[config.mk]
export PLATFORM = sky130hd
export DESIGN_NAME = instruction_fetch_queue
export DESIGN_NICKNAME = d
export VERILOG_FILES = /design/src/rtl/instruction_fetch_queue.sv
export SDC_FILE = /design/constraint.sdc
export NUM_CORES = 1
export LEC_CHECK = 0
export CAP_MARGIN = 20
export CORE_MARGIN = 5
export CORE_UTILIZATION = 56
export CTS_CLUSTER_DIAMETER = 120
export DETAILED_ROUTE_END_ITERATION = 10
export PLACE_DENSITY = 0.77
export SLEW_MARGIN = 15
export SYNTH_ARGS = -nofsm -noshare
export SYNTH_HDL_FRONTEND = slang
export SYNTH_SLANG_ARGS = --single-unit
[constraint.sdc]
create_clock -name i_clk -period 4.81 [get_ports i_clk]
set_clock_uncertainty 0.15 [all_clocks]
set_input_delay 0.962 -clock i_clk [delete_from_list [all_inputs] [get_ports i_clk]]
set_output_delay 0.962 -clock i_clk [all_outputs]
set_load 0.005 [all_outputs]
[src/rtl/instruction_fetch_queue.sv]
// instruction_fetch_queue
//   Instruction fetch stage with a DEPTH-entry prefetch queue. It issues
//   sequential word fetches over a req/gnt/rvalid memory port and keeps at
//   most one request outstanding. Returned words are buffered with the PC
//   they were fetched from, and decode drains them through a valid/ready
//   handshake. A redirect flushes the queue. A response that is still in
//   flight when the redirect happens is dropped.
//
//   Optional feature macro: IFQ_MISALIGN_TRAP_EN
//     defined   : a redirect to a non-word-aligned target raises a sticky
//                 o_fault and stalls fetch until the next aligned redirect.
//     undefined : o_fault is tied low and i_redirect_pc[1:0] is ignored.
//
// Ports
//   i_clk, i_reset              clock, synchronous active-high reset
//   i_redirect, i_redirect_pc   load a new fetch PC and flush the queue
//   i_halt                      level; suppresses new memory requests
//   o_mem_req, o_mem_addr       fetch request and byte address
//   i_mem_gnt                   request accepted when o_mem_req && i_mem_gnt
//   i_mem_rvalid, i_mem_rdata   one response per grant
//   o_valid, o_pc, o_instruction  queue head presented to decode
//   i_ready                     decode accepts the head
//   o_fault                     misaligned redirect fault (sticky)
module instruction_fetch_queue #(
  parameter int unsigned         XLEN     = 32,
  parameter int unsigned         DEPTH    = 4,
  parameter logic [XLEN-1:0]     RESET_PC = '0
) (
  input  logic            i_clk,
  input  logic            i_reset,
  input  logic            i_redirect,
  input  logic [XLEN-1:0] i_redirect_pc,
  input  logic            i_halt,
  output logic            o_mem_req,
  output logic [XLEN-1:0] o_mem_addr,
  input  logic            i_mem_gnt,
  input  logic            i_mem_rvalid,
  input  logic [XLEN-1:0] i_mem_rdata,
  output logic            o_valid,
  output logic [XLEN-1:0] o_pc,
  output logic [XLEN-1:0] o_instruction,
  input  logic            i_ready,
  output logic            o_fault
);

  localparam int unsigned PW = (DEPTH > 1) ? $clog2(DEPTH) : 1;
  localparam int unsigned CW = $clog2(DEPTH + 1);

  typedef enum logic [1:0] {
    S_ISSUE = 2'd0,
    S_WAIT  = 2'd1,
    S_STALL = 2'd2
  } state_e;

  state_e          state_q, state_d;
  logic [XLEN-1:0] fpc_q, fpc_d;
  logic [XLEN-1:0] ipc_q, ipc_d;     // address of the outstanding request
  logic            req_q, req_d;
  logic            drop_q, drop_d;
  logic [PW-1:0]   head_q, head_d;
  logic [PW-1:0]   tail_q, tail_d;
  logic [CW-1:0]   count_q, count_d;
  logic            fault_d;

  logic [XLEN-1:0] pc_mem_q  [DEPTH];
  logic [XLEN-1:0] ins_mem_q [DEPTH];

  logic            grant;
  logic            push;
  logic            pop;
  logic            issue_ok;
  logic            misaligned;
  logic [XLEN-1:0] redir_tgt;

`ifdef IFQ_MISALIGN_TRAP_EN
  logic fault_q;
  assign misaligned = (i_redirect_pc[1:0] != 2'b00);
  assign redir_tgt  = i_redirect_pc;
`else
  assign misaligned = 1'b0;
  assign redir_tgt  = i_redirect_pc & ~XLEN'(3);
`endif

  assign grant = req_q & i_mem_gnt;
  // A response landing in a redirect cycle belongs to the old stream.
  assign push  = (state_q == S_WAIT) & i_mem_rvalid & ~i_redirect;
  assign pop   = (count_q != '0) & i_ready & ~i_redirect;

  always_comb begin
    state_d  = state_q;
    fpc_d    = fpc_q;
    ipc_d    = ipc_q;
    drop_d   = drop_q;
    head_d   = head_q;
    tail_d   = tail_q;
    count_d  = count_q;
    issue_ok = 1'b0;
`ifdef IFQ_MISALIGN_TRAP_EN
    fault_d  = fault_q;
`else
    fault_d  = 1'b0;
`endif

    if (i_redirect) begin
      count_d = '0;
      head_d  = tail_q;
      fpc_d   = redir_tgt;
      // The in-flight response (old WAIT, already-dropping, or granted right
      // now) must be swallowed unless it is arriving in this very cycle.
      drop_d  = grant | (((state_q == S_WAIT) | drop_q) & ~i_mem_rvalid);
      if (misaligned) begin
        state_d = S_STALL;
        fault_d = 1'b1;
      end else begin
        fault_d = 1'b0;
        state_d = i_halt ? S_STALL : S_ISSUE;
      end
    end else begin
      if (push) tail_d = tail_q + PW'(1);
      if (pop)  head_d = head_q + PW'(1);
      count_d = count_q + CW'(push) - CW'(pop);
      if (drop_q && i_mem_rvalid) drop_d = 1'b0;

      // Using the next-cycle occupancy reserves a slot for the response of
      // the request about to be issued.
      issue_ok = ~i_halt & (count_d < CW'(DEPTH)) & ~fault_d;

      unique case (state_q)
        S_ISSUE: begin
          if (grant) begin
            ipc_d   = fpc_q;
            fpc_d   = fpc_q + XLEN'(4);
            state_d = S_WAIT;
          end else if (!issue_ok) begin
            state_d = S_STALL;   // ungranted request is retracted
          end
        end
        S_WAIT: begin
          if (i_mem_rvalid) state_d = issue_ok ? S_ISSUE : S_STALL;
        end
        S_STALL: begin
          if (issue_ok) state_d = S_ISSUE;
        end
        default: state_d = S_STALL;
      endcase
    end

    req_d = (state_d == S_ISSUE) & ~drop_d;
  end

  always_ff @(posedge i_clk) begin
    if (i_reset) begin
      state_q <= S_ISSUE;
      fpc_q   <= RESET_PC;
      ipc_q   <= '0;
      req_q   <= 1'b0;
      drop_q  <= 1'b0;
      head_q  <= '0;
      tail_q  <= '0;
      count_q <= '0;
    end else begin
      state_q <= state_d;
      fpc_q   <= fpc_d;
      ipc_q   <= ipc_d;
      req_q   <= req_d;
      drop_q  <= drop_d;
      head_q  <= head_d;
      tail_q  <= tail_d;
      count_q <= count_d;
    end
  end

  always_ff @(posedge i_clk) begin
    if (i_reset) begin
      for (int unsigned i = 0; i < DEPTH; i++) begin
        pc_mem_q[i]  <= '0;
        ins_mem_q[i] <= '0;
      end
    end else if (push) begin
      pc_mem_q[tail_q]  <= ipc_q;
      ins_mem_q[tail_q] <= i_mem_rdata;
    end
  end

`ifdef IFQ_MISALIGN_TRAP_EN
  always_ff @(posedge i_clk) begin
    if (i_reset) fault_q <= 1'b0;
    else         fault_q <= fault_d;
  end
  assign o_fault = fault_q;
`else
  assign o_fault = 1'b0;
`endif

  assign o_mem_req     = req_q;
  assign o_mem_addr    = fpc_q;
  assign o_valid       = (count_q != '0);
  assign o_pc          = pc_mem_q[head_q];
  assign o_instruction = ins_mem_q[head_q];

endmodule

==> results of run 1 <==
kinds of logic after synthesis:
logic type,share of synthesized area
and+or+nand+nor,0.174
DFF,0.635
buffers and inverters,0.0374
AOI/OAI and AO/OA,0.0417
muxes,0.0995
xor gates and xnor gates,0.00856
adders and majority gates,0.00410
other,0.000267
critical path: stages, from the launching register on:
cell             delay [ns]
dfxtp_4                0.78
buf_4                  0.39
mux4_2                 0.58
clkdlybuf4s50_1        0.47
cell type report:
cell class	instances	area, µm²
Timing Repair Buffer	182	1800
Tap cell	330	413
Clock buffer	46	903
Sequential cell	321	8920
Multi-Input combinational cell	643	4670
Antenna cell	1	2.50
Inverter	44	165
Fill cell	1802	7980
Clock inverter	10	105
routing by layer:
layer / share of wire / global-route usage / vias up / routed length [µm]
li1: - / - / 4245 / -
met5: 0.00034 / 0 / - / 11
met3: 0.077 / 0.0359 / 57 / 2510
met1: 0.41 / 0.320 / 4571 / 13500
met2: 0.49 / 0.389 / 373 / 16000
met4: 0.023 / 0.0607 / 2 / 743
sequential cells by signal, summed over array words and instances (netlist names), 2 cells and up, named ones only:
signal      count
count_q         3
tail_q          2
ipc_q          30
ins_mem_q     128
pc_mem_q      120
state_q         2
head_q          2
o_mem_addr     30
where the power goes:
group          switching (mW)  internal, mW
logic                   0.156         0.170
clock network           0.992          1.40
registers              0.0600          3.07
total                    1.21          4.64
placed cells by master, fill, tap and decap left out, types with 12 or more instances in the layout:
master / netlist / layout
nor2_1: 96 / 95
a21oi_1: 41 / 41
inv_1: 43 / 43
mux4_2: 62 / 62
buf_4: 5 / 17
and3_1: 68 / 68
nor3_1: 12 / 12
clkdlybuf4s50_1: 0 / 161
and2_1: 94 / 94
dfxtp_1: 73 / 71
edfxtp_1: 248 / 248
nand2_1: 121 / 121
clkbuf_16: 0 / 32
Yosys cell counts (all sizes together) (9+ instances only):
cell,n,area (µm²)
clkbuf,63,238
edfxtp,248,7450
nand3,11,55.1
nor2,96,360
a21oi,41,205
and2,94,588
dfxtp,73,1460
nand2,121,454
nor3,12,60.1
inv,43,161
or4,9,67.6
mux4,62,1400
or3,10,62.6
and3,68,425
buf,24,123
nor4,11,75.1
a211oi,10,75.1
a311oi,9,78.8
how the worst max path moves through the flow:
stage                            to  slack, ns  cells after the start
floorplan           ins_mem_q[1][0]       1.08                      5
global placement          o_mem_req       0.85                     12
detailed placement        o_mem_req       0.85                     12
CTS                        o_pc[25]       0.85                      3
global route               o_pc[25]       0.76                      3
finish                     o_pc[25]       0.93                      3
metrics by stage:
stage / hold WS [ns] / utilization / setup WS [ns]
after CTS: 0.315 / 0.680 / 0.850
after detailed placement: 0.307 / 0.640 / 0.847
after global routing: 0.333 / 0.680 / 0.755
after floorplan: 0.295 / - / 1.08
after global placement: 0.302 / 0.640 / 0.848
final: 0.318 / 0.680 / 0.931
==> metrics.md, run 1 <==
| Metric | Value |
|---|---|
| Status | `complete, no violations` |
| WL/cell | `20.8 µm` |
| Post-synthesis cell count | `1091` |
| Largest buffer count on any clock path | `3` |
| GRT overflow | `0` |
| Total power | `5.85 mW` |
| IO Count | `170` |
| Post-synth EDFFs | `between 200 and 250` |
| Cell row count | `58` |
| Root buf cell | `clkbuf_16` |
| Initial core utilization | `0.562` |
| Seq cells post-synth | `321` |
| Endpoints failing setup | `0` |
| Die footprint | `0.0283 mm²` |
| Number of remaining DRC errors | `0` |
| ANT nets after route | `0` |
| H-Tree Depth | `1` |
| Placed insts | `between 1500 and 2000` |
| Startpoint types | `flop` |
| Layout cells sized above 1 | `0.116` |
| Initial DRC count | `816` |
| Crit path max fanout | `28` |
| Post-CTS Resized | `0` |
| Initial antenna violation count | `2` |
| TritonCTS Buffers | `31` |
| Async SR Flop Fraction | `0` |
| Critical Path End Type | `output pin` |
| Maximum vdd ir drop | `0.000285 V` |
| RR Startpoint | `state_q[1]` |
| Die Height | `168 µm` |
| Final slew viol count | `0` |
| Type of the worst setup path | `flop to output pin` |
| Clock sink count | `~320` |
| Leak pwr | `about 6.2 nW` |
| Max-Cap Viols | `0` |
| Gp weighted congestion | `between 0.8 and 0.9` |
| Setup TNS | `0 ns` |
| Placed cell area | `0.0160 mm²` |
| Cell Count, Final, Fillers Out | `1577` |
| Period utilisation layout | `0.807` |
| Unrepaired setup endpoints after global routing | `false` |
| Area growth syn-to-layout | `21.0%` |
| Pwr/cell area | `344 mW/mm²` |
| Final wirelength | `roughly 33000 µm` |
| Via count | `9248` |
| Commonest register cell after synthesis | `edfxtp_1` |
| Hold Crit Class | `flop to flop` |
| Slew margin rel. | `0.337` |
| Worst R2R Path Depth | `11` |
| Via/cell ratio | `5.86` |
| FF-to-FF End | `o_mem_req` |
| Worst Path Arrival | `2.77 ns` |
| Pin count of the biggest net entering global routing | `97` |
| Netlist cell types | `54` |
| CTS tree | `built` |
| WHS Path Cells | `2` |
| Fmax | `258 MHz` |
| Yosys warns | `0` |
| Die Wd | `168 µm` |
| Post-Synthesis Mean Instance Area | `between 10 and 15 µm²` |
| Latest clock arrival within the worst-skew pair | `0.55 ns` |
| # nets final | `about 1300` |
| PortBufs | `roughly 160` |
| CTS hold repair buffers | `0` |
| Min-delay src | `ipc_q[14]` |
| Total setup buffers inserted after CTS | `0` |
| Clk pin slew, worst setup/hold paths | `0.06 ns` |
| Worst reg2reg setup slack | `about 2 ns` |
| Core area | `0.0250 mm²` |
| Worst Path Required | `3.70 ns` |
| Worst Tran Pin Value | `roughly 0.99 ns` |
| DP HPWL | `19600 µm` |
| Tot GR Track Use | `0.232` |
| Endpoint, Worst Hold | `ipc_q[14]` |
| Register area share after synthesis | `0.635` |
| Vias in the first global route | `9412` |
| Hold Vio Cnt, Final | `0` |
| First-pass GRT wire length | `51900 µm` |
| TritonRoute pass-1 iters | `4` |
| Post-route cell area | `0.0170 mm²` |
| Post-Synthesis Cell Area | `0.0140 mm²` |
| Final period demand of the worst path | `3.88 ns` |
Note: power is estimated with default switching activity, not from simulation.
==> run 2: changes to the inputs <==
--- a/config.mk
+++ b/config.mk
@@ -7,10 +7,10 @@
 export LEC_CHECK = 0
 export CAP_MARGIN = 20
 export CORE_MARGIN = 5
-export CORE_UTILIZATION = 56
+export CORE_UTILIZATION = 51
 export CTS_CLUSTER_DIAMETER = 120
 export DETAILED_ROUTE_END_ITERATION = 10
-export PLACE_DENSITY = 0.77
+export PLACE_DENSITY = 0.74
 export SLEW_MARGIN = 15
 export SYNTH_ARGS = -nofsm -noshare
 export SYNTH_HDL_FRONTEND = slang
==> constraint.sdc (replaced) <==
create_clock -name i_clk -period 3.5 [get_ports i_clk]
set_clock_uncertainty 0.15 [all_clocks]
set_input_delay 0.7 -clock i_clk [delete_from_list [all_inputs] [get_ports i_clk]]
set_output_delay 0.7 -clock i_clk [all_outputs]
set_load 0.005 [all_outputs]
==> run 2 against run 1 <==
Register-to-register slack got worse by 1.2 ns. Flip-flop and latch count unchanged. First-iteration DRC count down 2.6%. Hold slack lost 0.0019 ns. Total power grew 36%. Clock power is 33% higher. Utilization fell by 4.2 points. Design area is 1.5% higher. Non-clock buffer count is 24 higher.
==> metrics.md, run 2 (synthesis results as in run 1) <==
| Metric | Value |
|---|---|
| Largest Register | `ins_mem_q` |
| Largest buffer count on any clock path | `3 (unchanged)` |
| Grt peak-use layer | `met2` |
| ANT nets after route | `0 (unchanged)` |
| Cell row count | `60 (+3.4%)` |
| Most frequent cells in the layout | `edfxtp_1, clkdlybuf4s50_1, nand2_1` |
| Setup TNS | `0 ns (unchanged)` |
| Hold Vio Cnt, Final | `0 (unchanged)` |
| Layout cells sized above 1 | `0.131 (+0.0141)` |
| # nets final | `1322 (+1.8%)` |
| GRT overflow | `0 (unchanged)` |
| Commonest non-fill, non-tap cell in the layout | `edfxtp_1` |
| Pin count of the biggest net entering global routing | `88 (-9.3%)` |
| Critical Path End Type | `output pin` |
| Type of the worst setup path | `flop to output pin` |
| Die Height | `176 µm (+4.5%)` |
| Latest clock arrival within the worst-skew pair | `0.55 ns (about the same)` |
| Initial DRC count | `795 (-2.6%)` |
| Core area | `0.0270 mm² (+8.3%)` |
| IO Count | `170 (unchanged)` |
| Worst Tran Pin Value | `0.650 ns (-0.345 ns)` |
| Max-Cap Viols | `0 (unchanged)` |
| Initial antenna violation count | `0 (-2)` |
| Number of remaining DRC errors | `0 (unchanged)` |
| Biggest regs | `ins_mem_q: 128 flops, pc_mem_q: 120 flops` |
| Crit path max fanout | `23 (-18%)` |
| Unrepaired setup endpoints after global routing | `false` |
| Period utilisation layout | `0.910` |
| Area growth syn-to-layout | `22.8%` |
| CP peak stage delay | `0.61 ns (-0.17 ns)` |
| Leak pwr | `6.39 nW (+2.2%)` |
| Initial core utilization | `0.519 (-0.0429)` |
| Via count | `9291 (+0.46%)` |
| Fmax | `around 310 MHz` |
| Final period demand of the worst path | `roughly 3.2 ns` |
| Post-CTS Resized | `0 (unchanged)` |
| Maximum vdd ir drop | `0.000347 V (+22%)` |
| Vias in the first global route | `9580 (+1.8%)` |
| Slew margin rel. | `0.567 (+0.230)` |
| Met3 usage in global routing | `0.0377 (+0.00174)` |
| Pwr/cell area | `462 mW/mm² (+34%)` |
| Hold Crit Class | `flop to flop` |
| Die Wd | `176 µm (+4.5%)` |
| Worst Path Arrival | `2.33 ns (-0.44 ns)` |
| Startpoint types | `flop` |
| First-pass GRT wire length | `52100 µm (+0.25%)` |
| Clock sink count | `321 (unchanged)` |
| Worst Path Required | `2.65 ns (-1.05 ns)` |
| Endpoints failing setup | `0 (unchanged)` |
| CP max stage cell | `dfxtp_4` |
| Via/cell ratio | `5.76 (-1.8%)` |
| Die footprint | `0.0309 mm² (+9.2%)` |
| Final slew viol count | `0 (unchanged)` |
| Clk pin slew, worst setup/hold paths | `0.06 ns (about the same)` |
| H-Tree Depth | `1 (unchanged)` |
| TritonCTS Buffers | `31 (unchanged)` |
| Root buf cell | `clkbuf_16` |
| Met1 usage | `0.292 (-0.0287)` |
| Status | `complete, no violations` |
| PortBufs | `162 (unchanged)` |
| WL/cell | `20.4 µm (-1.9%)` |
| Gp weighted congestion | `0.832 (+2.8%)` |
| TritonRoute pass-1 iters | `5 (+1)` |
| Max FFs per register | `128 (unchanged)` |
| Worst path cell trace | `buf_4, mux4_2, clkdlybuf4s50_1` |
| DP HPWL | `20700 µm (+5.4%)` |
| Met2 global-route usage | `0.355 (-0.0338)` |
| Final wirelength | `32900 µm (+0.35%)` |
| Fin Hold WS | `0.316 ns (-0.00195 ns)` |
| Diode count | `0 (-1)` |
| Tot GR Track Use | `0.211 (-0.0201)` |
| CTS tree | `built` |
-- run 2: stage by stage --
stage / power, mW / instance area, µm² / instances / setup WS [ns] / util
after floorplan: 4.54 / 14100 / 1095 / 0.0275 / -
after global placement: 4.83 / 16200 / 1551 / -0.0595 / 0.600
after detailed placement: 4.85 / 16200 / 1551 / -0.141 / 0.600
after CTS: 8.02 / 17200 / 1609 / 0.0772 / 0.637
after global routing: 8.23 / 17200 / 1613 / 0.230 / 0.638
final: 7.96 / 17200 / 1613 / 0.316 / 0.638
-- run 2: layout make-up --
type,count,area (µm²)
well taps,341,427
repair buffers,206,2080
fillers,2017,9780
multi-input cells,643,4660
clock buffers,49,945
clock inverters,9,43.8
inverters,44,165
flip-flops and latches,321,8920
-- run 2: critical path: cells and delay by family (launching register included) --
| family | cells | cell delay (ns) |
|---|---|---|
| flops | 1 | 0.61 |
| mux | 1 | 0.35 |
| buf+inv | 2 | 0.81 |
-- run 2: worst paths after layout --
| path | to | from | slack [ns] | depth (start not counted) |
|---|---|---|---|---|
| worst max register to register | o_mem_req | state_q[0] | 0.78 | 11 |
| worst min-delay path | ipc_q[18] | ipc_q[18] | 0.32 | 2 |
| worst min register to register | ipc_q[18] | ipc_q[18] | 0.32 | 2 |
| worst max-delay path | o_instruction[17] | flop | 0.32 | 3 |
-- run 2: per-layer routing --
metal,vias to the layer above,wire length [µm]
met5,-,0
met1,4587,13500
met3,54,2460
met2,353,16300
li1,4297,-
met4,0,620
-- run 2: power breakdown --
group	switching (mW)	internal [mW]	leakage (nW)
Sequential	0.0806	4.22	3.16
Clock	1.36	1.84	0.489
Combinational	0.219	0.249	2.74
-- run 2: repair_timing --
item	4_1_cts	5_1_grt
hold buffers	0	0
setup endpoints to repair	0	1
setup buffers	0	4
==> run 3: changes to the inputs <==
--- a/config.mk
+++ b/config.mk
@@ -11,6 +11,7 @@
 export CTS_CLUSTER_DIAMETER = 120
 export DETAILED_ROUTE_END_ITERATION = 10
 export PLACE_DENSITY = 0.74
+export RECOVER_POWER = 25
 export SLEW_MARGIN = 15
 export SYNTH_ARGS = -nofsm -noshare
 export SYNTH_HDL_FRONTEND = slang
==> run 3 against run 2 <==
Hold slack improved by 0.00069 ns. Clock-buffer cell count did not move. Global-route usage did not move. Non-clock buffer count did not move. Via count fell by 0.67%. Sequential share of layout area rose by 0.19 points. Critical path depth did not move. Design area fell by 0.37%. Register-to-register slack got worse by 0.03 ns. Critical path type unchanged. Largest cell class unchanged. Highest routed layer unchanged.
==> metrics.md, run 3 (synthesis results as in run 1) <==
| Metric | Value |
|---|---|
| Status | `complete, no violations` |
| Pwr/cell area | `463 mW/mm² (+0.34%)` |
| Initial antenna violation count | `0 (unchanged)` |
| DP HPWL | `20700 µm (unchanged)` |
| Root buf cell | `clkbuf_16` |
| Startpoint types | `flop` |
| Placed cell area | `0.0162 mm² (unchanged)` |
| TritonRoute pass-1 iters | `5 (unchanged)` |
| Largest Register | `ins_mem_q` |
| Initial core utilization | `0.519 (unchanged)` |
| Maximum vdd ir drop | `0.000347 V (about the same)` |
| IO Count | `170 (unchanged)` |
| Tot GR Track Use | `0.211 (unchanged)` |
| PortBufs | `162 (unchanged)` |
| Type of the worst setup path | `flop to output pin` |
| Vias in the first global route | `9580 (unchanged)` |
| Period utilisation layout | `0.909 (-0.00105)` |
| Cell row count | `60 (unchanged)` |
| ANT nets after route | `0 (unchanged)` |
| Fmax | `314 MHz (+0.12%)` |
| Via/cell ratio | `5.72 (-0.67%)` |
| H-Tree Depth | `1 (unchanged)` |
| Core Util, Final | `0.636 (-0.00236)` |
| # nets final | `1322 (unchanged)` |
| Unrepaired setup endpoints after global routing | `false` |
| Final slew viol count | `0 (unchanged)` |
| CTS tree | `built` |
| Core area | `0.0270 mm² (unchanged)` |
| Worst Path Required | `2.65 ns (about the same)` |
| Slew margin rel. | `0.264 (-0.303)` |
| Final wirelength | `33000 µm (+0.35%)` |
| Max-Cap Viols | `0 (unchanged)` |
| Clock sink count | `321 (unchanged)` |
| Layout cells sized above 1 | `0.127 (-0.00314)` |
| Endpoints failing setup | `0 (unchanged)` |
| Hold Crit Class | `flop to flop` |
| Critical Path End Type | `output pin` |
| Hold Vio Cnt, Final | `0 (unchanged)` |
| Max FFs per register | `128 (unchanged)` |
| Clk pin slew, worst setup/hold paths | `0.06 ns (about the same)` |
| Most frequent cells in the layout | `edfxtp_1, clkdlybuf4s50_1, nand2_1` |
| Met1 usage | `0.292 (unchanged)` |
| Initial DRC count | `863 (+8.6%)` |
| Worst Tran Pin Value | `1.10 ns (+0.455 ns)` |
| Fin Hold WS | `0.316 ns (+0.000694 ns)` |
| Commonest non-fill, non-tap cell in the layout | `edfxtp_1` |
| Met3 usage in global routing | `0.0377 (unchanged)` |
| Biggest regs | `ins_mem_q: 128 flops, pc_mem_q: 120 flops` |
| Post-route cell area | `0.0172 mm² (-0.37%)` |
| Filler Cells Inserted | `2026 (+0.45%)` |
| Worst Path Arrival | `2.33 ns (about the same)` |
| Total power | `7.96 mW (about the same)` |
| Gp weighted congestion | `0.832 (unchanged)` |
| WHS Path Cells | `2 (unchanged)` |
| Die footprint | `0.0309 mm² (unchanged)` |
| Final period demand of the worst path | `3.18 ns (-0.00369 ns)` |
| Diode count | `0 (unchanged)` |
| WL/cell | `20.5 µm (+0.35%)` |
| Grt peak-use layer | `met2` |
| Met2 global-route usage | `0.355 (unchanged)` |
| Pin count of the biggest net entering global routing | `88 (unchanged)` |
| Worst R2R Path Depth | `5 (-6)` |
| Number of remaining DRC errors | `0 (unchanged)` |
| Latest clock arrival within the worst-skew pair | `0.55 ns (about the same)` |
| Leak pwr | `6.35 nW (-0.53%)` |
| Via count | `9229 (-0.67%)` |
| Die Wd | `176 µm (unchanged)` |
| Die Height | `176 µm (unchanged)` |
| TritonCTS Buffers | `31 (unchanged)` |
| GRT overflow | `0 (unchanged)` |
| Crit path max fanout | `23 (unchanged)` |
| Setup TNS | `0 ns (unchanged)` |
| Largest buffer count on any clock path | `3 (unchanged)` |
| First-pass GRT wire length | `52100 µm (unchanged)` |
| Area growth syn-to-layout | `22.4%` |
[run 3: worst paths after layout]
path	startpoint	to	slack, ns
max	flop	o_instruction[17]	0.32
min	ipc_q[18]	ipc_q[18]	0.32
max reg2reg	tail_q[0]	ins_mem_q[1][25]	0.75
min reg2reg	ipc_q[18]	ipc_q[18]	0.32
[run 3: metrics by stage]
| stage | setup slack, ns | cells |
|---|---|---|
| 4_1_cts | 0.0772 | 1609 |
| 5_1_grt | 0.184 | 1613 |
| 3_3_place_gp | -0.0595 | 1551 |
| 3_5_place_dp | -0.141 | 1551 |
| 2_1_floorplan | 0.0275 | 1095 |
| 6_report | 0.320 | 1613 |
[run 3: repair_timing]
item | in CTS | in global routing
setup buffers | 0 | 4
hold endpoints to repair | 0 | 0
hold buffers | 0 | 0
resized for setup | 0 | 0
endpoints found under the setup margin | 0 | 1
[run 3: critical path: stages (launching register included)]
cell and delay, ns:
dfxtp_4 0.61, buf_4 0.33, mux4_2 0.35, clkdlybuf4s50_1 0.48
[run 3: cell type report]
class | instances | area, µm² | area share
Sequential cell | 321 | 8920 | 0.519
Inverter | 44 | 165 | 0.00961
Clock buffer | 49 | 945 | 0.0550
Timing Repair Buffer | 206 | 2030 | 0.118
Multi-Input combinational cell | 643 | 4650 | 0.271
Clock inverter | 9 | 43.8 | 0.00255
Tap cell | 341 | 427 | 0.0248
[run 3: routing by layer]
layer / part of all wire / vias to the layer above
li1: - / 4297
met2: 0.49 / 363
met3: 0.075 / 49
met5: 0 / -
met4: 0.017 / 0
met1: 0.42 / 4520
[run 3: where the power goes]
part           leakage [nW]  total (mW)  internal (mW)  switching [mW]
Sequential             3.16        4.30           4.22          0.0805
Combinational          2.70       0.461          0.243           0.218
Clock                 0.489        3.20           1.84            1.36
